<file path="src/rtl/clock_mode_controller.sv">
// rtl/clock_mode_controller.sv - button-driven mode sequencer for the clock/stopwatch/timer datapath
// Every output is registered; button edges act one cycle after they are sampled.
module clock_mode_controller #(
  parameter bit BACKGROUND_RUN = 1'b1,
  parameter int REPEAT_DELAY   = 2,
  parameter int IDLE_TIMEOUT   = 10,
  parameter int ALARM_SECS     = 30
) (
  input  logic       clk_1Hz,
  input  logic       reset,
  input  logic       btn_mode,
  input  logic       btn_set,
  input  logic       btn_sel,
  input  logic       btn_up,
  input  logic       btn_start,
  input  logic       btn_clear,
  input  logic       is_stopwatch_running,
  input  logic       is_timer_running,
  input  logic       timer_done,
  output logic       set_time_mode,
  output logic       set_timer_mode,
  output logic       stopwatch_mode,
  output logic       timer_mode,
  output logic       inc_hours,
  output logic       inc_minutes,
  output logic       inc_timer_hours,
  output logic       inc_timer_minutes,
  output logic       inc_timer_seconds,
  output logic       start_stopwatch,
  output logic       stop_stopwatch,
  output logic       reset_stopwatch,
  output logic       start_timer,
  output logic       stop_timer,
  output logic       reset_timer,
  output logic [1:0] display_sel,
  output logic [1:0] field_sel,
  output logic       blink,
  output logic       alarm_out
);
  localparam int HW = $clog2(REPEAT_DELAY + 1);
  localparam int IW = $clog2(IDLE_TIMEOUT + 1);
  localparam int AW = $clog2(ALARM_SECS + 1);

  localparam logic [10:0] P_INC_H    = 11'b100_0000_0000;
  localparam logic [10:0] P_INC_M    = 11'b010_0000_0000;
  localparam logic [10:0] P_INC_TH   = 11'b001_0000_0000;
  localparam logic [10:0] P_INC_TM   = 11'b000_1000_0000;
  localparam logic [10:0] P_INC_TS   = 11'b000_0100_0000;
  localparam logic [10:0] P_START_SW = 11'b000_0010_0000;
  localparam logic [10:0] P_STOP_SW  = 11'b000_0001_0000;
  localparam logic [10:0] P_RST_SW   = 11'b000_0000_1000;
  localparam logic [10:0] P_START_T  = 11'b000_0000_0100;
  localparam logic [10:0] P_STOP_T   = 11'b000_0000_0010;
  localparam logic [10:0] P_RST_T    = 11'b000_0000_0001;

  typedef enum logic [2:0] {S_CLOCK, S_CLK_SET, S_SW, S_TMR, S_TMR_SET} state_t;
  state_t state, state_n;

  logic [5:0]    btn, btn_prev, rise;
  logic          timer_done_prev, done_rise, any_rise, alarm_cancel;
  logic          in_set, next_in_set, inc_req, alarm_n;
  logic [HW-1:0] hold_cnt, hold_n;
  logic [IW-1:0] idle_cnt, idle_n;
  logic [AW-1:0] alarm_cnt, alarm_cnt_n;
  logic [1:0]    field_n, disp_n;
  logic [10:0]   pulse_n, pulse_q;

  assign btn         = {btn_clear, btn_start, btn_up, btn_sel, btn_set, btn_mode};
  assign rise        = btn & ~btn_prev;
  assign any_rise    = |rise;
  assign done_rise   = timer_done & ~timer_done_prev;
  assign in_set      = (state == S_CLK_SET) || (state == S_TMR_SET);
  assign next_in_set = (state_n == S_CLK_SET) || (state_n == S_TMR_SET);

  assign {inc_hours, inc_minutes, inc_timer_hours, inc_timer_minutes, inc_timer_seconds,
          start_stopwatch, stop_stopwatch, reset_stopwatch,
          start_timer, stop_timer, reset_timer} = pulse_q;

  always_comb begin
    state_n      = state;
    field_n      = field_sel;
    pulse_n      = '0;
    inc_req      = 1'b0;
    alarm_cancel = 1'b0;
    // One action per cycle; an edge that has no meaning in this state still masks lower ones.
    if (alarm_out && any_rise) begin
      alarm_cancel = 1'b1;
    end else if (rise[1]) begin
      case (state)
        S_CLOCK:   begin state_n = S_CLK_SET; field_n = 2'd0; end
        S_CLK_SET: state_n = S_CLOCK;
        S_TMR:     if (!is_timer_running) begin state_n = S_TMR_SET; field_n = 2'd0; end
        S_TMR_SET: state_n = S_TMR;
        default:   ;
      endcase
    end else if (rise[0]) begin
      case (state)
        S_CLOCK: state_n = S_SW;
        S_SW:    state_n = S_TMR;
        S_TMR:   state_n = S_CLOCK;
        default: ;
      endcase
    end else if (rise[2]) begin
      if (state == S_CLK_SET)      field_n = (field_sel == 2'd0) ? 2'd1 : 2'd0;
      else if (state == S_TMR_SET) field_n = (field_sel == 2'd2) ? 2'd0 : field_sel + 2'd1;
    end else if (rise[3]) begin
      inc_req = in_set;
    end else if (rise[4]) begin
      if (state == S_SW)       pulse_n = is_stopwatch_running ? P_STOP_SW : P_START_SW;
      else if (state == S_TMR) pulse_n = is_timer_running ? P_STOP_T : P_START_T;
    end else if (rise[5]) begin
      if (state == S_SW)       pulse_n = P_RST_SW;
      else if (state == S_TMR) pulse_n = P_RST_T;
    end else if (in_set && btn_up && hold_cnt >= HW'(REPEAT_DELAY)) begin
      inc_req = 1'b1;
    end

    if (in_set && !any_rise && idle_cnt == IW'(IDLE_TIMEOUT - 1)) begin
      state_n = (state == S_CLK_SET) ? S_CLOCK : S_TMR;
      inc_req = 1'b0;
    end

    if (inc_req) begin
      if (state == S_CLK_SET) pulse_n = (field_sel == 2'd0) ? P_INC_H : P_INC_M;
      else begin
        case (field_sel)
          2'd0:    pulse_n = P_INC_TH;
          2'd1:    pulse_n = P_INC_TM;
          default: pulse_n = P_INC_TS;
        endcase
      end
    end

    if (state_n != state || !next_in_set || any_rise) idle_n = '0;
    else idle_n = (idle_cnt == IW'(IDLE_TIMEOUT)) ? idle_cnt : idle_cnt + 1'b1;

    if (!btn_up || state_n != state) hold_n = '0;
    else hold_n = (hold_cnt == HW'(REPEAT_DELAY)) ? hold_cnt : hold_cnt + 1'b1;

    alarm_cnt_n = alarm_cnt;
    alarm_n     = alarm_out;
    if (done_rise) begin
      alarm_cnt_n = AW'(ALARM_SECS);
      alarm_n     = 1'b1;
    end else if (alarm_cancel) begin
      alarm_cnt_n = '0;
      alarm_n     = 1'b0;
    end else if (alarm_out && alarm_cnt != '0) begin
      alarm_cnt_n = alarm_cnt - 1'b1;
      alarm_n     = (alarm_cnt != AW'(1));
    end

    case (state_n)
      S_SW:             disp_n = 2'd1;
      S_TMR, S_TMR_SET: disp_n = 2'd2;
      default:          disp_n = 2'd0;
    endcase
  end

  always_ff @(posedge clk_1Hz) begin
    if (reset) state <= S_CLOCK;
    else       state <= state_n;
  end

  always_ff @(posedge clk_1Hz) begin
    if (reset) begin
      btn_prev        <= btn;
      timer_done_prev <= timer_done;
      hold_cnt        <= '0;
      idle_cnt        <= '0;
      alarm_cnt       <= '0;
      pulse_q         <= '0;
      set_time_mode   <= 1'b0;
      set_timer_mode  <= 1'b0;
      stopwatch_mode  <= BACKGROUND_RUN;
      timer_mode      <= BACKGROUND_RUN;
      display_sel     <= 2'd0;
      field_sel       <= 2'd0;
      blink           <= 1'b0;
      alarm_out       <= 1'b0;
    end else begin
      btn_prev        <= btn;
      timer_done_prev <= timer_done;
      hold_cnt        <= hold_n;
      idle_cnt        <= idle_n;
      alarm_cnt       <= alarm_cnt_n;
      pulse_q         <= pulse_n;
      set_time_mode   <= (state_n == S_CLK_SET);
      set_timer_mode  <= (state_n == S_TMR_SET);
      stopwatch_mode  <= BACKGROUND_RUN || (state_n == S_SW);
      timer_mode      <= BACKGROUND_RUN || (state_n == S_TMR) || (state_n == S_TMR_SET);
      display_sel     <= disp_n;
      field_sel       <= field_n;
      blink           <= next_in_set ? ~blink : 1'b0;
      alarm_out       <= alarm_n;
    end
  end
endmodule

</file>
<file path="config.mk">
export PLATFORM = sky130hd
export DESIGN_NAME = clock_mode_controller
export DESIGN_NICKNAME = d
export VERILOG_FILES = /design/src/rtl/clock_mode_controller.sv
export SDC_FILE = /design/constraint.sdc
export NUM_CORES = 1
export LEC_CHECK = 0
export ABC_AREA = 1
export BUFFER_PORTS_ARGS = -buffer_cell sky130_fd_sc_hd__buf_4
export CORE_ASPECT_RATIO = 1.25
export CORE_MARGIN = 2
export CORE_UTILIZATION = 45
export CTS_CLUSTER_SIZE = 24
export DETAILED_ROUTE_END_ITERATION = 8
export HOLD_SLACK_MARGIN = 0.06
export PLACE_DENSITY = 0.74
export SYNTH_ARGS = -nofsm -noshare
export SYNTH_HDL_FRONTEND = slang
export SYNTH_SLANG_ARGS = --single-unit
</file>
<file path="constraint.sdc">
create_clock -name clk_1Hz -period 2.7 [get_ports clk_1Hz]
set_clock_uncertainty 0.2 [all_clocks]
set_input_delay 0.81 -clock clk_1Hz [delete_from_list [all_inputs] [get_ports clk_1Hz]]
set_output_delay 0.81 -clock clk_1Hz [all_outputs]
set_load 0.01 [all_outputs]
</file>
==> flow_metrics.tcl <==
set metrics [dict create \
    status "completed" \
    grt_remaining_overflow 0 \
    area_growth_pct 17.4 \
    worstPathRequired_ps 2730 \
    clk_latency_ps 290 \
    finalWeightedCongestion 0.902 \
    drv_slew 0 \
    drc 0 \
    final_hold_viol_count 0 \
    setup-tns-final_ps 0 \
    antenna_found_initial 0 \
    cts.clk_slew.worst_paths_ps 80 \
    whs_path_depth 1 \
    drtAntennaViolNets 0 \
    drt_iter0_markers 98 \
    ctsHoldBuffers 0 \
    p_seq_frac 0.504 \
    worstRegToRegCells 10 \
    core_area_mm2 0.00432 \
    cp-start-kind "primary input" \
    io_pins 32 \
    grt_usage 0.173 \
    die_h_um 78.2 \
    place_area_mm2 0.00224 \
    cp_slowest_cell "nor2_4" \
    hold_ws_ps 218 \
    period_share 0.789 \
    grt_pass1_wl_mm 6.84 \
    diodes 0 \
    yosysWarningCount 0 \
    numCtsBuffers 5 \
    synth.distinct_cells 35 \
    fin_nets 306 \
    cts_tree "done" \
    ys_ff_latch 40 \
    fill_cells 438 \
    ys_seq_area_frac 0.404 \
    p_per_area_mw_per_mm2 558 \
    cap_viol_max_count 0 \
    port_buffers 29 \
    cts-resized-gates 0 \
    cp_cell_sequence "buf_4 -> nand2_1 -> nand2_2 -> nor2_4 -> nand2_2 -> nand2_4 -> nand2_1 -> nand2_2 -> nand2_4 -> nand2_4 -> nand2_1 -> nand2_1 -> nand3_1 -> nor2_1" \
    synth_top_area_cell "dfxtp_1" \
    combPwrFrac 0.210 \
    peakVddDrop_mv 0.298 \
    r2r_setup_slack_ps 730 \
    placementRows 27 \
    min_from "blink" \
    finalCoreUtilization 0.538 \
    clockBufferDepth 2 \
    max_freq_mhz 470 \
    cts.htree.levels 2 \
    min_to "blink" \
    die-area_mm2 0.00495 \
    setup_viol 0 \
    synth.top_cell.area_share 0.404 \
    switching_share 0.309 \
    hold_class "register to register" \
    end_kind "register" \
    p_int_mw 0.898 \
    min_period_ps 2130 \
    clockPowerShare 0.286 \
    max_stage_delay_ps 160 \
    drtPass1Iterations 4 \
    critPathBufInv 1 \
    path_common_cell "nand2_1" \
    netlist_area_mm2 0.00198 \
    dp.cells 340 \
    crit_arrival_ps 2160 \
    clock-root-buffer "clkbuf_8" \
    ys_top_cells_by_area "dfxtp_1 40%, nand2_1 8.3%, inv_1 5.9%, nor2_1 5.3%, nand3_1 4.8%" \
    die_w_um 63.4 \
    drt-wirelength-per-cell_um 10.9 \
    route.vias.total 1700 \
    critPathLaunch "btn_sel" \
    timing.rr.start "state[0]" \
    r2r_end "idle_cnt[0]" \
    post_cts_buffers 0 \
    syn_inst 257 \
    finalInstanceArea_mm2 0.00233 \
    fin_cells 347 \
    rsz0062_at_grt "no" \
    clock-sinks 40 \
    dp_hpwl_mm 2.95 \
    crit_type "primary input to register" \
    wl_mm 3.77 \
    grt_start_max_net_pins 16 \
    switching_power_mw 0.401 \
    syn_area_per_cell_um2 7.71 \
    avgViaCountPerCell 4.90 \
    layout-drive-gt1-share 0.263 \
    crit_path_max_fanout 7 \
    crit_family "simple AND/OR/NAND/NOR gates" \
    start_util 0.458 \
    grt_pass1_vias 1678 \
    p_leak_nw 1.15 \
]
cell usage after synthesis:
cell type,n
dfxtp_1,40
inv_4,1
nand3_1,19
nor2_1,28
buf_4,3
buf_2,1
and3_1,2
a21oi_1,13
clkinv_1,1
nor2_4,3
nand4_1,5
nand4_2,1
ha_1,6
nor2_2,6
nand2_2,7
inv_2,6
nor3_1,6
o21ai_1,1
nand2_1,44
nand3_2,3
nor3_2,1
nand3_4,1
nor4_1,1
o21ai_0,5
inv_1,31
or2_2,2
a32o_1,1
clkbuf_1,1
nand2_4,7
conb_1,1
or2_1,1
nand4_4,1
a31oi_1,1
o21ai_2,1
xor2_1,6
power groups by stage:
stage	registers (mW)	logic [mW]	clock network (mW)
floorplan	0.658	0.209	0
global placement	0.667	0.270	0
detailed placement	0.668	0.272	0
CTS	0.654	0.273	0.388
global route	0.659	0.309	0.416
finish	0.654	0.272	0.372
sequential cells by signal, summed over array words and instances, names as in the netlist:
name,count
field_sel,2
alarm_cnt,5
set_timer_mode,1
btn_prev,6
idle_cnt,4
state,3
alarm_out,1
pulse_q,11
set_time_mode,1
timer_done_prev,1
blink,1
display_sel,2
hold_cnt,2
how the worst max path moves through the flow:
stage	endpoint	cells past startpoint	slack [ps]
after detailed placement	field_sel[1]	11	250
final	hold_cnt[1]	14	570
after CTS	hold_cnt[1]	14	560
after global placement	hold_cnt[0]	14	280
after global routing	idle_cnt[0]	14	410
after floorplan	idle_cnt[1]	13	570
layout by cell type (no fill, tap or decap), types with 3 or more instances in the layout:
cell type and n:
a21oi_1 13, clkbuf_8 5, dfxtp_1 40, nand2_1 44
nor2_4 3, inv_1 31, ha_1 6, inv_2 6
buf_4 29, nand3_1 19, nor2_2 6, nor3_1 6
nand3_2 3, o21ai_0 5, xor2_1 6, nand2_4 7
nand4_1 5, nor2_1 28, nand2_2 7
area by class of cell:
| class | count | area, um2 | share of cell area |
|---|---|---|---|
| clock buffers | 5 | 68.8 | 0.0296 |
| multi-input cells | 174 | 1000 | 0.432 |
| repair buffers | 29 | 218 | 0.0936 |
| flip-flops and latches | 40 | 801 | 0.344 |
| clock inverters | 2 | 12.5 | 0.00538 |
| well taps | 58 | 72.6 | 0.0312 |
| inverters | 39 | 149 | 0.0640 |
per-stage QoR:
stage | power (mW) | setup WS, ps
finish | 1.30 | 571
global route | 1.38 | 415
CTS | 1.32 | 557
detailed placement | 0.940 | 248
global placement | 0.936 | 280
floorplan | 0.867 | 567
worst reg2reg max path: cells and delay by family, from the launching register on:
kind,cells,cell delay [ps]
buf+inv,1,60
flops,1,610
simple gates,9,1040
layer usage:
metal  global-route usage  vias to the layer above  part of all wire
met1                0.175                      777              0.40
met5                    0                        -                 0
met3               0.0430                        9             0.044
li1                     -                      874                 -
met2                0.323                       40              0.52
met4               0.0891                        0             0.028
cell families after synthesis:
logic type                 count (synthesis)  synth area share
buffers and inverters                     44            0.0909
DFF                                       40             0.404
xor gates and xnor gates                   6            0.0265
other                                      1           0.00189
and+or+nand+nor                          138             0.378
adders and majority gates                  6            0.0379
AOI/OAI and AO/OA                         22            0.0606
Note: power is estimated with default switching activity, not from simulation.
